[config.mk]
export PLATFORM = sky130hd
export DESIGN_NAME = trace_serialiser_flat
export DESIGN_NICKNAME = d
export VERILOG_FILES = /design/src/rtl/trace_serialiser_if.sv /design/src/rtl/trace_serialiser.sv /design/src/flat_wrapper.sv
export SDC_FILE = /design/constraint.sdc
export NUM_CORES = 2
export LEC_CHECK = 0
export ABC_AREA = 0
export BUFFER_PORTS_ARGS = -buffer_cell sky130_fd_sc_hd__buf_2
export CAP_MARGIN = 5
export CORE_MARGIN = 1.5
export CORE_UTILIZATION = 53
export CTS_BUF_LIST = sky130_fd_sc_hd__clkbuf_2
export DETAILED_ROUTE_END_ITERATION = 6
export GPL_TIMING_DRIVEN = 0
export HOLD_SLACK_MARGIN = 0.05
export PLACE_DENSITY = 0.78
export SLEW_MARGIN = 20
export SYNTH_ARGS = -nofsm -noshare
export SYNTH_HDL_FRONTEND = slang
export SYNTH_SLANG_ARGS = --single-unit
[constraint.sdc]
create_clock -name clk -period 19.3 [get_ports clk]
set_input_delay 0.965 -clock clk [delete_from_list [all_inputs] [get_ports clk]]
set_output_delay 0.965 -clock clk [all_outputs]
set_load 0.02 [all_outputs]
[src/rtl/trace_serialiser_if.sv]
// Bundles the record input, output stream handshake and status of trace_serialiser.
// master is the serialiser side; slave is the tracker/sink environment.
interface trace_serialiser_if #(
  parameter int TRACE_W = 512,
  parameter int DEPTH   = 4
) ();
  logic [TRACE_W-1:0]         trace_i;
  logic                       trace_valid_i;
  logic [31:0]                out_data_o;
  logic                       out_valid_o;
  logic                       out_ready_i;
  logic                       out_last_o;
  logic [$clog2(DEPTH+1)-1:0] fifo_count_o;
  logic                       overflow_o;
  logic [15:0]                drop_count_o;

  modport master (
    input  trace_i, trace_valid_i, out_ready_i,
    output out_data_o, out_valid_o, out_last_o, fifo_count_o, overflow_o, drop_count_o
  );

  modport slave (
    output trace_i, trace_valid_i, out_ready_i,
    input  out_data_o, out_valid_o, out_last_o, fifo_count_o, overflow_o, drop_count_o
  );
endinterface

[src/rtl/trace_serialiser.sv]
// Buffers trace records in a small FIFO and streams each one as a header word
// followed by ceil(TRACE_W/32) payload words; records arriving while full are dropped.
module trace_serialiser #(
  parameter int TRACE_W = 512,
  parameter int DEPTH   = 4
) (
  input  logic clk,
  input  logic rst,
  trace_serialiser_if.master bus
);

  localparam int N     = (TRACE_W + 31) / 32;
  localparam int PW    = N * 32;
  localparam int KW    = (N > 1) ? $clog2(N) : 1;
  localparam int PTR_W = $clog2(DEPTH);
  localparam int CW    = $clog2(DEPTH + 1);
  localparam logic [7:0] N_BYTE = 8'(N);

  typedef enum logic [1:0] {IDLE, HEADER, PAYLOAD} state_t;

  state_t             state_q, state_d;
  logic [31:0]        data_q, data_d;
  logic               valid_q, valid_d;
  logic               last_q, last_d;
  logic [KW-1:0]      k_q, k_d;
  logic [7:0]         seq_q, seq_d;
  logic [7:0]         hdr_drop_q, hdr_drop_d;
  logic [15:0]        drop_count_q, drop_count_d;
  logic               overflow_q, overflow_d;
  logic [PTR_W-1:0]   wr_ptr_q, wr_ptr_d;
  logic [PTR_W-1:0]   rd_ptr_q, rd_ptr_d;
  logic [CW-1:0]      count_q, count_d;

  logic [TRACE_W-1:0] mem_q [DEPTH];

  logic [PW-1:0]      head_pad;
  logic [31:0]        head_words [N];
  logic [KW-1:0]      next_idx;
  logic               next_last;
  logic               fire, k_last, pop, push, drop, full, hdr_load;

  // Head record zero-extended to whole words so the payload mux never reads past TRACE_W.
  always_comb begin
    head_pad = '0;
    head_pad[TRACE_W-1:0] = mem_q[rd_ptr_q];
    for (int w = 0; w < N; w++) begin
      head_words[w] = head_pad[w*32 +: 32];
    end
  end

  always_comb begin
    full      = (count_q == CW'(DEPTH));
    fire      = valid_q && bus.out_ready_i;
    k_last    = (int'(k_q) == N - 1);
    pop       = (state_q == PAYLOAD) && fire && k_last;
    push      = bus.trace_valid_i && (!full || pop);
    drop      = bus.trace_valid_i && !push;
    hdr_load  = (state_q == IDLE) && (count_q != '0);
    next_idx  = (state_q == HEADER) ? '0 : k_q + KW'(1);
    next_last = (int'(next_idx) == N - 1);
  end

  always_comb begin
    state_d      = state_q;
    data_d       = data_q;
    valid_d      = valid_q;
    last_d       = last_q;
    k_d          = k_q;
    seq_d        = seq_q;
    hdr_drop_d   = hdr_drop_q;
    drop_count_d = drop_count_q;
    overflow_d   = overflow_q;
    wr_ptr_d     = wr_ptr_q;
    rd_ptr_d     = rd_ptr_q;
    count_d      = count_q + CW'(push) - CW'(pop);

    if (push) wr_ptr_d = wr_ptr_q + PTR_W'(1);
    if (pop)  rd_ptr_d = rd_ptr_q + PTR_W'(1);

    if (drop) begin
      overflow_d = 1'b1;
      if (drop_count_q != 16'hFFFF) drop_count_d = drop_count_q + 16'd1;
    end

    // A drop on the header load edge belongs to the next header, not the one being built.
    if (hdr_load) begin
      hdr_drop_d = {7'd0, drop};
    end else if (drop && hdr_drop_q != 8'hFF) begin
      hdr_drop_d = hdr_drop_q + 8'd1;
    end

    unique case (state_q)
      IDLE: begin
        if (hdr_load) begin
          data_d  = {8'hA5, seq_q, hdr_drop_q, N_BYTE};
          valid_d = 1'b1;
          last_d  = 1'b0;
          seq_d   = seq_q + 8'd1;
          state_d = HEADER;
        end
      end
      HEADER: begin
        if (fire) begin
          data_d  = head_words[next_idx];
          last_d  = next_last;
          k_d     = '0;
          state_d = PAYLOAD;
        end
      end
      PAYLOAD: begin
        if (fire) begin
          if (k_last) begin
            valid_d = 1'b0;
            last_d  = 1'b0;
            state_d = IDLE;
          end else begin
            data_d = head_words[next_idx];
            last_d = next_last;
            k_d    = next_idx;
          end
        end
      end
      default: state_d = IDLE;
    endcase
  end

  always_ff @(posedge clk or posedge rst) begin
    if (rst) begin
      state_q      <= IDLE;
      data_q       <= '0;
      valid_q      <= 1'b0;
      last_q       <= 1'b0;
      k_q          <= '0;
      seq_q        <= '0;
      hdr_drop_q   <= '0;
      drop_count_q <= '0;
      overflow_q   <= 1'b0;
      wr_ptr_q     <= '0;
      rd_ptr_q     <= '0;
      count_q      <= '0;
    end else begin
      state_q      <= state_d;
      data_q       <= data_d;
      valid_q      <= valid_d;
      last_q       <= last_d;
      k_q          <= k_d;
      seq_q        <= seq_d;
      hdr_drop_q   <= hdr_drop_d;
      drop_count_q <= drop_count_d;
      overflow_q   <= overflow_d;
      wr_ptr_q     <= wr_ptr_d;
      rd_ptr_q     <= rd_ptr_d;
      count_q      <= count_d;
    end
  end

  // Record storage needs no reset; the pointers and count define what is valid.
  always_ff @(posedge clk) begin
    if (push) mem_q[wr_ptr_q] <= bus.trace_i;
  end

  assign bus.out_data_o   = data_q;
  assign bus.out_valid_o  = valid_q;
  assign bus.out_last_o   = last_q;
  assign bus.fifo_count_o = count_q;
  assign bus.overflow_o   = overflow_q;
  assign bus.drop_count_o = drop_count_q;

endmodule

[src/flat_wrapper.sv]
// flat-port wrapper written by rule: the top's interface ports become plain ports
module trace_serialiser_flat 
#(
  parameter int TRACE_W = 512,
  parameter int DEPTH   = 4
)
  (clk, rst, bus_trace_i, bus_trace_valid_i, bus_out_ready_i, bus_out_data_o, bus_out_valid_o, bus_out_last_o, bus_fifo_count_o, bus_overflow_o, bus_drop_count_o);
  trace_serialiser_if #(.TRACE_W(TRACE_W), .DEPTH(DEPTH)) bus_i ();
  input  logic clk;
  input  logic rst;
  input wire logic [$bits(bus_i.trace_i)-1:0] bus_trace_i;
  input wire logic [$bits(bus_i.trace_valid_i)-1:0] bus_trace_valid_i;
  input wire logic [$bits(bus_i.out_ready_i)-1:0] bus_out_ready_i;
  output wire logic [$bits(bus_i.out_data_o)-1:0] bus_out_data_o;
  output wire logic [$bits(bus_i.out_valid_o)-1:0] bus_out_valid_o;
  output wire logic [$bits(bus_i.out_last_o)-1:0] bus_out_last_o;
  output wire logic [$bits(bus_i.fifo_count_o)-1:0] bus_fifo_count_o;
  output wire logic [$bits(bus_i.overflow_o)-1:0] bus_overflow_o;
  output wire logic [$bits(bus_i.drop_count_o)-1:0] bus_drop_count_o;
  assign bus_i.trace_i = bus_trace_i;
  assign bus_i.trace_valid_i = bus_trace_valid_i;
  assign bus_i.out_ready_i = bus_out_ready_i;
  assign bus_out_data_o = bus_i.out_data_o;
  assign bus_out_valid_o = bus_i.out_valid_o;
  assign bus_out_last_o = bus_i.out_last_o;
  assign bus_fifo_count_o = bus_i.fifo_count_o;
  assign bus_overflow_o = bus_i.overflow_o;
  assign bus_drop_count_o = bus_i.drop_count_o;
  trace_serialiser #(.TRACE_W(TRACE_W), .DEPTH(DEPTH)) u_core (.clk(clk), .rst(rst), .bus(bus_i));
endmodule
==> summary.txt <==
Detailed routing
  – WL/cell: ~30 um
  – Initial DRC count: 6434
  – DR vias/cell: 6.06
  – Pre-antenna DRT Iters: 7
  – WL final: 245000 um
  – DRC viols: 1
  – Vias: 49500
  – Antenna Violating Nets Remaining: 0

Global routing
  – Largest net degree at the start of global routing: 58
  – Overall Global Routing Usage: 31.2%
  – Met1 Track Usage GR: 38.7%
  – Grt ovf: 0
  – Vias in the first global route: 51700
  – First-pass GRT wire length: 346000 um
  – Met2 usage: between 50% and 60%
  – Met3 Resource Use GR: 9.02%
  – Gr busiest metal: met2
  – Antenna violations before repair: 99

Cells and area
  – Final #Nets: 6227
  – Final Non-Filler Cells: 8170
  – Filler Cells Inserted: 9241
  – Syn-to-layout area delta: 27.1%
  – Most common library cell in the layout ignoring fill and taps: edfxtp_1
  – Layout Utilization: 67.9%
  – Multi-input logic area: between 15000 and 20000 sq um
  – Share of cells above drive strength 1: 35.3%
  – Commonest cells after routing, fill and taps aside: edfxtp_1, dlygate4sd3_1, clkbuf_2, buf_2, mux4_2
  – FF+latch area: approximately 64000 sq um

Yosys
  – Syn Area/Cell: between 20 and 25 sq um
  – Synth Register Bits: 2128
  – Syn_nets: between 4000 and 5000
  – Seq/Total Area, Yosys: 78.2%
  – Syn. warnings: 0
  – Main synth FF type: edfxtp_1
  – Synth Instances: 3499
  – Distinct cells, synth: 61
  – Top cell type by total area after synthesis: edfxtp_1
  – Cell Area, Synth: just over 80000 sq um
  – Number of synthesized flops with an enable pin: 2048
  – Ranking of synthesized cells by area: edfxtp_1, mux4_2, dfrtp_1
  – Synth top area share: about 76%
  – Asr flop ratio synth: 3.76%

Placement
  – Cell Count Post-Placement: 6152
  – Hpwl dp: 148000 um
  – Placer Congestion: 0.838
  – IO buf count: 569
  – Place WS: 14.84 ns

Worst hold path
  – Hold Path Class: primary input to asynchronous set/reset pin

CTS
  – Worst-path clk slew: 0.16 ns
  – H-tree depth: 6
  – CTS Buf Count: 542
  – Clk Latency, worst-skew pair: 1.89 ns
  – Clock Tree Buf Depth: 4
  – CTS tree: yes
  – TritonCTS Sinks: 2128
  – CTS Root Cell: clkbuf_2

Worst setup path
  – Worst EP required: 20.73 ns
  – Crit. End Element: flop
  – R2r worst-path depth: 10
  – Worst-path fanout max: 43
  – CP Class: flop to flop
  – Setup crit start kind: flop
  – Worst EP arrival: around 6.0 ns

Pwr
  – Max rail drop VDD: 79.1 uV
  – Power per cell area: 119 nW/um^2
  – P_leak: about 36 nW

Timing
  – Final Skew: 0.211 ns
  – Worst setup margin: 14.72 ns
  – Post-layout minimum cycle time: roughly 4.6 ns
  – Worst-margin pin slew: 1.28 ns
  – Final setup violation count: 0
  – Rel. slew slack: approximately 14%
  – Highest clock rate: around 0.22 GHz
  – RSZ-0062 raised after global routing: no
  – Worst Hold Slack: 0.297 ns
  – Max Slew Vio Count: 0
  – Setup TNS: 0 ns
  – Final Cycle Share: 23.7%
  – Count of final hold-check violations: 0

Floorplanning
  – Core area: 152000 sq um
  – # rows: 143
  – Die footprint: 155000 sq um
  – Die span in y: slightly below 400 um
  – I/O pin cnt: 570
  – Die Width: 394 um
  – Starting Density: 53.4%

Run status
  – Outcome: finished with violations
  – Failing checks: design-rule violations

Run
  – Max-cap viol count: 0
==> final timing paths <==
check / end / slack (ns) / startpoint
max: u_core.mem_q[2][64] / 14.72 / u_core.state_q[0]
min: u_core.bus.out_data_o[30] / 0.30 / rst
max reg2reg: u_core.mem_q[2][64] / 14.72 / u_core.state_q[0]
min reg2reg: u_core.seq_q[7] / 0.47 / u_core.seq_q[7]
max in group asynchronous: u_core.k_q[0] / 18.25 / rst
min in group clk: u_core.bus.overflow_o / 0.31 / bus_trace_valid_i
==> final cells by class <==
| class | instances | share of cell area, % |
|---|---|---|
| multi-input combinational | 1176 | 16.1 |
| buffer | 186 | 0.968 |
| timing repair buffer | 1652 | 14.0 |
| sequential | 2128 | 61.5 |
| inverter | 9 | 0.0376 |
| antenna | 80 | 0.194 |
| clock buffer | 787 | 3.82 |
| tap | 2030 | 2.46 |
| clock inverter | 122 | 0.811 |
==> Yosys cell counts (12+ instances only) <==
library cell and n:
edfxtp_1 2048, mux4_2 567, nand2_1 125, a22oi_1 103, dfrtp_1 80, nand3_1 75
clkbuf_1 70, buf_2 55, nor2_1 32, buf_4 24, xnor2_1 22, buf_1 19
buf_6 18, a21oi_1 17, mux2i_1 17, nand4_1 16, ha_1 15, nor3b_1 15
o21ai_0 15, a221oi_1 14, a22o_1 14, and3_1 14, o211ai_1 14, xor2_1 12
==> layer usage <==
| layer | wire length [um] | part of all wire [%] |
|---|---|---|
| met1 | 82800 | 34 |
| met2 | 122000 | 50 |
| met3 | 28100 | 11 |
| met4 | 12100 | 4.9 |
| met5 | 506 | 0.21 |
==> report_power, final <==
group	switching, mW	total, mW	leakage [nW]	internal, mW
combinational	1.84	2.84	12.2	0.996
sequential	0.255	6.30	19.8	6.05
clock	1.87	3.12	3.69	1.25
total	3.97	12.3	35.6	8.30
==> flip-flops by register name, indices dropped and copies added (netlist names) <==
name	cells
u_core.bus.drop_count_o	16
u_core.bus.overflow_o	1
u_core.state_q	2
u_core.mem_q	2048
u_core.k_q	4
u_core.bus.out_valid_o	1
u_core.bus.out_data_o	32
u_core.wr_ptr_q	2
u_core.hdr_drop_q	8
u_core.seq_q	8
u_core.bus.fifo_count_o	3
u_core.bus.out_last_o	1
u_core.rd_ptr_q	2
==> worst max-delay path: stages, from the launching register on <==
cell	delay, ns
dfrtp_1	0.42
inv_1	0.12
ha_1	0.29
nand4_1	0.28
nor2_1	0.65
o21a_1	0.45
and2_4	0.75
buf_12	0.31
buf_16	0.26
buf_16	0.27
buf_16	0.27
==> cell families after synthesis <==
logic type | after synthesis | share of synthesized area, %
adder cells (fa/ha/maj) | 16 | 0.256
AND/OR/NAND/NOR | 319 | 1.92
AO/OA/AOI/OAI | 220 | 1.97
buffers and inverters | 195 | 1.26
multiplexers | 587 | 16.0
flip-flops | 2128 | 78.2
XOR/XNOR | 34 | 0.367
==> metrics by stage <==
stage	cell area, sq um	power, mW
floorplan	81200	8.18
global placement	86500	9.66
detailed placement	87900	8.94
CTS	103000	12.1
global route	103000	12.6
finish	103000	12.3
==> timing repair <==
item | in CTS | in global routing
resized for setup | 0 | 0
hold buffers | 1029 | 0
setup endpoints to repair | 0 | 0
setup buffers | 0 | 0
hold endpoints to repair | 2287 | 0
No activity file was read; power rests on OpenSTA's default activity.
